`config.mk`:
```
export PLATFORM = sky130hd
export DESIGN_NAME = fft_twiddle_sequencer
export DESIGN_NICKNAME = d
export VERILOG_FILES = /design/src/rtl/fft_twiddle_sequencer.sv
export SDC_FILE = /design/constraint.sdc
export NUM_CORES = 1
export LEC_CHECK = 0
export CORE_ASPECT_RATIO = 0.5
export CORE_MARGIN = 5
export CORE_UTILIZATION = 45
export CTS_BUF_LIST = sky130_fd_sc_hd__clkbuf_2
export DETAILED_ROUTE_END_ITERATION = 12
export GPL_TIMING_DRIVEN = 0
export PLACE_DENSITY = 0.8
export SLEW_MARGIN = 20
export SYNTH_ARGS = -nofsm -noshare
export SYNTH_HDL_FRONTEND = slang
export SYNTH_SLANG_ARGS = --single-unit
```
`constraint.sdc`:
```
create_clock -name clk -period 4.5 [get_ports clk]
set_input_delay 0.45 -clock clk [delete_from_list [all_inputs] [get_ports clk]]
set_output_delay 0.45 -clock clk [all_outputs]
set_load 0.1 [all_outputs]
```
`src/rtl/fft_twiddle_sequencer.sv`:
```
`default_nettype none
// ============================================================================
// Module   : fft_twiddle_sequencer
// Purpose  : Walks every stage and butterfly of an iterative radix-2 DIT FFT,
//            drives the twiddle ROM read address and captures the ROM word
//            into a registered valid/ready stream, one beat per butterfly.
// Revision : 1.0 - initial release
// ----------------------------------------------------------------------------
// Parameters
//   N           FFT length (power of two, >= 4); S = log2(N) stages
//   word_size   width of one twiddle component; ROM word is {re, im}
// Ports
//   clk         rising-edge clock
//   rst         synchronous active-high reset
//   start       begin one full pass (sampled only while idle)
//   busy        high while a pass is running or draining its last beat
//   done        one-cycle pulse after the final beat is accepted
//   rom_addr    twiddle ROM read address (ROM is combinational)
//   rom_data    ROM word at rom_addr
//   out_valid   output beat valid
//   out_ready   consumer accepts the current beat
//   out_twiddle captured ROM word
//   out_stage   stage index s of the beat
//   out_bfly    butterfly index b of the beat
//   out_last    final beat of the pass
// ============================================================================
module fft_twiddle_sequencer #(
  parameter int N         = 32,
  parameter int word_size = 16
) (
  input  logic                            clk,
  input  logic                            rst,
  input  logic                            start,
  output logic                            busy,
  output logic                            done,
  output logic [$clog2(N)-1:0]            rom_addr,
  input  logic [2*word_size-1:0]          rom_data,
  output logic                            out_valid,
  input  logic                            out_ready,
  output logic [2*word_size-1:0]          out_twiddle,
  output logic [$clog2($clog2(N)):0]      out_stage,
  output logic [$clog2(N)-2:0]            out_bfly,
  output logic                            out_last
);

  localparam int c_stages = $clog2(N);
  localparam int c_aw     = $clog2(N);
  localparam int c_sw     = $clog2(c_stages) + 1;
  localparam int c_bw     = c_aw - 1;
  localparam int c_dw     = 2 * word_size;

  localparam logic [c_sw-1:0] c_s_last = c_sw'(c_stages - 1);
  localparam logic [c_bw-1:0] c_b_last = c_bw'(N / 2 - 1);

  typedef enum logic [1:0] {
    ST_IDLE  = 2'd0,
    ST_RUN   = 2'd1,
    ST_DRAIN = 2'd2
  } state_t;

  state_t            state_q,   state_d;
  logic [c_sw-1:0]   s_q,       s_d;
  logic [c_bw-1:0]   b_q,       b_d;
  logic              valid_q,   valid_d;
  logic [c_dw-1:0]   twiddle_q, twiddle_d;
  logic [c_sw-1:0]   stage_q,   stage_d;
  logic [c_bw-1:0]   bfly_q,    bfly_d;
  logic              last_q,    last_d;
  logic              done_q,    done_d;

  logic              w_load;
  logic              w_is_last;
  logic [c_aw-1:0]   w_b_ext;
  logic [c_aw-1:0]   w_mask;
  logic [c_sw-1:0]   w_shamt;
  logic [c_aw-1:0]   w_addr;

  // --------------------------------------------------------------------------
  // Twiddle index for butterfly b of stage s: keep the low s bits of b and
  // scale them up to the full-length ROM, k = (b mod 2^s) << (S-1-s).
  // Built purely from the counter registers, so rom_addr never depends on
  // out_ready or any other input.
  // --------------------------------------------------------------------------
  always_comb begin
    w_b_ext = c_aw'(b_q);
    w_mask  = (c_aw'(1) << s_q) - c_aw'(1);
    w_shamt = c_s_last - s_q;
    w_addr  = (w_b_ext & w_mask) << w_shamt;
  end

  assign w_is_last = (s_q == c_s_last) && (b_q == c_b_last);

  // --------------------------------------------------------------------------
  // Next-state and output-register logic
  // --------------------------------------------------------------------------
  always_comb begin
    state_d   = state_q;
    s_d       = s_q;
    b_d       = b_q;
    valid_d   = valid_q;
    twiddle_d = twiddle_q;
    stage_d   = stage_q;
    bfly_d    = bfly_q;
    last_d    = last_q;
    done_d    = 1'b0;
    w_load    = 1'b0;

    unique case (state_q)
      ST_IDLE: begin
        if (start) begin
          state_d = ST_RUN;
          s_d     = '0;
          b_d     = '0;
        end
      end

      ST_RUN: begin
        // The output slot can take a new beat when it is empty or the
        // current beat leaves this cycle; otherwise everything, including
        // the counters and hence rom_addr, is frozen.
        w_load = !valid_q || out_ready;
        if (w_load) begin
          twiddle_d = rom_data;
          stage_d   = s_q;
          bfly_d    = b_q;
          last_d    = w_is_last;
          valid_d   = 1'b1;
          if (w_is_last) begin
            state_d = ST_DRAIN;
          end else if (b_q == c_b_last) begin
            b_d = '0;
            s_d = s_q + 1'b1;
          end else begin
            b_d = b_q + 1'b1;
          end
        end
      end

      ST_DRAIN: begin
        // Only the final beat sits in the output slot here; once it is
        // taken the pass is complete.
        if (valid_q && out_ready) begin
          valid_d = 1'b0;
          last_d  = 1'b0;
          done_d  = last_q;
          state_d = ST_IDLE;
        end
      end

      default: begin
        state_d = ST_IDLE;
      end
    endcase
  end

  // --------------------------------------------------------------------------
  // State and output registers
  // --------------------------------------------------------------------------
  always_ff @(posedge clk) begin
    if (rst) begin
      state_q   <= ST_IDLE;
      s_q       <= '0;
      b_q       <= '0;
      valid_q   <= 1'b0;
      twiddle_q <= '0;
      stage_q   <= '0;
      bfly_q    <= '0;
      last_q    <= 1'b0;
      done_q    <= 1'b0;
    end else begin
      state_q   <= state_d;
      s_q       <= s_d;
      b_q       <= b_d;
      valid_q   <= valid_d;
      twiddle_q <= twiddle_d;
      stage_q   <= stage_d;
      bfly_q    <= bfly_d;
      last_q    <= last_d;
      done_q    <= done_d;
    end
  end

  // --------------------------------------------------------------------------
  // Outputs
  // --------------------------------------------------------------------------
  assign busy        = (state_q == ST_RUN) || (state_q == ST_DRAIN);
  assign done        = done_q;
  assign rom_addr    = (state_q == ST_RUN) ? w_addr : '0;
  assign out_valid   = valid_q;
  assign out_twiddle = twiddle_q;
  assign out_stage   = stage_q;
  assign out_bfly    = bfly_q;
  assign out_last    = last_q;

endmodule
`default_nettype wire

```
==> results.toml <==
[outcome]
status = "finished clean"

[worst_setup_path]
crit_fanout = 9
arrival_ns = 3.73
crit_path_start_kind = "flip-flop"
delay_contributed_by_the_slowest_stage_of_the_critical_path_ns = 1.16
slowest_stage = "clkdlybuf4s50_1"
critical_path.cell_chain = "buf_2 > inv_1 > ha_1 > ha_1 > xnor2_1 > o21ai_0 > or3_1 > a31oi_1 > clkdlybuf4s50_1"
critPathCaptureType = "output pin"
crit_buf_inv = 3
critical-path-top-cell-by-count = "ha_1"
crit_required_ns = 4.05
timing.setup.critical_path_class = "reg -> out"
critPathTopFamily = "buffers and inverters"

[sta]
max_freq_ghz = 0.239
final.period_utilization_pct = 92.9
totalNegativeSetupSlack_ns = 0
finalCriticalPeriod_ns = 4.18
slew-limit-headroom_pct = 33.1
worstMarginPinSlew_ns = 1.00
report.final.setup_viol = 0
final_hold_viol_count = 0
rsz_0062_raised_after_global_routing = "false"
fin_worst_skew_ns = 0.0216
hold-worst-slack_ns = 0.457
finalMaxSlewViolations = 0

[clock_tree]
clock_insertion_delay_worst_skew_ns = 0.45
clkSlewWorstSetupHoldPaths_ns = 0.28
clockRootBuffer = "clkbuf_2"
cts_sinks = 53
hold_fix_buffer_count_after_cts = 0
ctsLongestPathBuffers = 2
buffers_inserted_by_post_cts_timing_repair = 0
cts.repair.resized = 0
htree_levels = 2
tritoncts = "done"
cts_made_buffers = 5

[grt]
global_route.usage.total_pct = 18.4
via_count_of_the_first_global_routing_pass = 2250
grt_first_pass_wirelength_um = 10400
final_global_route_overflow_total = 0
grt_start_max_net_pins = 18
antenna_found_initial = 0

[placed_design]
io_buffers = 83
dp_hpwl_um = 5070
gp_routability_congestion = 0.875
dp_cell_count = 465

[synth]
netlist-cell-type-count = 42
yosys_warnings = 0
synth-seq-cells = 53
number_of_enable_type_register_cells_in_the_synthesized_netlist = 0
synth_async_sr_flop_share_pct = 0
syn_nets = 358
synth-seq-area-share_pct = 43.6
synth-main-ff-cell = "dfxtp_1"
syn-instance-count = 312
synthesis.area_um2 = 2430
synth_area_per_cell_um2 = 7.79

[final_layout]
antennaDiodeCount = 0
layout_commonest_cell = "nand2_1"
filler_cell_count = 411
post_route_cells_drive_above_1_share_pct = 5.46
final_cell_mix = "90 x nand2_1, 83 x clkdlybuf4s50_1, 53 x dfxtp_1, 49 x a21oi_1, 15 x nor2_1"
util_after_layout_pct = 67.5
syn2layout_area_growth_pct = 40.6
layout.cells.non_filler = 473
layout.nets = 448

[pwr]
power_spent_charging_and_discharging_nets_uw = 689
total_leakage_power_uw = 0.00122
power.ir.vdd_worst_v = 0.000252
power.switching_fraction_pct = 46.3
power.density_cell_area_nw_per_um2 = 435
gate_power_share_pct = 46.2
pwr-share-seq_pct = 36.7
power_frac_clock_pct = 17.1
cellInternalPower_uw = 799

[floorplan]
fp.coreArea_um2 = 5070
die_height_um = 62.0
die_x_um = 114
fp-row-count = 18
floorplan.die_area_um2 = 7060
initial_cell_density_of_the_core_pct = 48.0
num_io_pins = 85

[detailed_routing]
drt_pass1_iterations = 4
postRouteWirelength_um = 6540
post_drt_via_cell_ratio = 5.10
drc = 0
detailroute.via_count = 2412
post_drt_wl_per_cell_um = 13.8
detailedRoute.firstIterationViolations = 112
antenna_left = 0

[min_path]
timing.hold.worst.class = "in -> reg"

[run]
max_cap_violations = 0
## registers in the layout, summed over array words and instances, names as in the netlist
signal / cells
out_bfly: 4
out_last: 1
out_valid: 1
b_q: 4
s_q: 4
out_stage: 4
out_twiddle: 32
done: 1
state_q: 2
## final timing paths
path,start,endpoint,slack (ns),cells past startpoint
setup reg to reg,s_q[0],b_q[2],2.40,8
hold / removal,rst,b_q[2],0.46,3
setup / recovery,s_q[0],rom_addr[2],0.32,9
hold reg to reg,out_bfly[0],out_bfly[0],0.47,2
## logic make-up (layout without fill, tap and decap cells)
family / after synthesis / in the layout / share of synthesized area (%)
AOI/OAI and AO/OA: 72 / 72 / 17.7
xor gates and xnor gates: 6 / 6 / 2.16
adders and majority gates: 10 / 10 / 5.15
buffers and inverters: 30 / 121 / 5.40
DFF: 53 / 53 / 43.6
muxes: 1 / 1 / 0.412
and+or+nand+nor: 140 / 140 / 25.6
## worst min-delay path, stage by stage
cell      delay, ns
clkbuf_1       0.18
inv_1          0.12
a32o_1         0.16
## area by class of cell
cell class	instances	area, um^2	share of cell area (%)
multi-input cells	229	1240	36.2
flip-flops and latches	53	1060	31.0
repair buffers	83	831	24.3
plain buffers	21	97.6	2.86
well taps	70	87.6	2.56
clock inverters	3	43.8	1.28
inverters	9	33.8	0.988
clock buffers	5	25.0	0.732
## synthesized netlist by cell type (all sizes together), types with 2 or more instances
cell | number | area [um^2]
nand2 | 90 | 338
dfxtp | 53 | 1060
a21oi | 49 | 245
nor2 | 15 | 56.3
clkbuf | 13 | 48.8
ha | 10 | 125
inv | 9 | 33.8
buf | 8 | 48.8
o21ai | 8 | 43.8
nand3 | 7 | 35.0
nor3 | 5 | 25.0
xnor2 | 5 | 43.8
nand2b | 4 | 25.0
nor2b | 4 | 25.0
nor3b | 4 | 30.0
a211oi | 3 | 22.5
and2 | 2 | 12.5
nor4 | 2 | 18.8
o211ai | 2 | 20.0
o311a | 2 | 20.0
## power by group through the flow
stage / Combinational [uW] / Sequential (uW) / Clock [uW]
2_1_floorplan: 248 / 822 / 0
3_3_place_gp: 672 / 553 / 0
3_5_place_dp: 686 / 555 / 0
4_1_cts: 688 / 546 / 259
5_1_grt: 727 / 553 / 282
6_report: 688 / 546 / 254
## layer usage
layer / GRT usage, % / wire (um)
met1: 21.4 / 2810
met2: 35.4 / 3240
met3: 3.77 / 406
met4: 5.25 / 80
met5: 0 / 0
## per-stage QoR
step | setup WS [ns] | cell area (um^2) | total power [uW]
4_1_cts | 0.312 | 3420 | 1490
2_1_floorplan | 0.259 | 2430 | 1070
3_5_place_dp | 0.843 | 3350 | 1240
6_report | 0.320 | 3420 | 1490
3_3_place_gp | 0.935 | 3350 | 1220
5_1_grt | 0.0318 | 3420 | 1560
(Power assumes the default switching activity.)
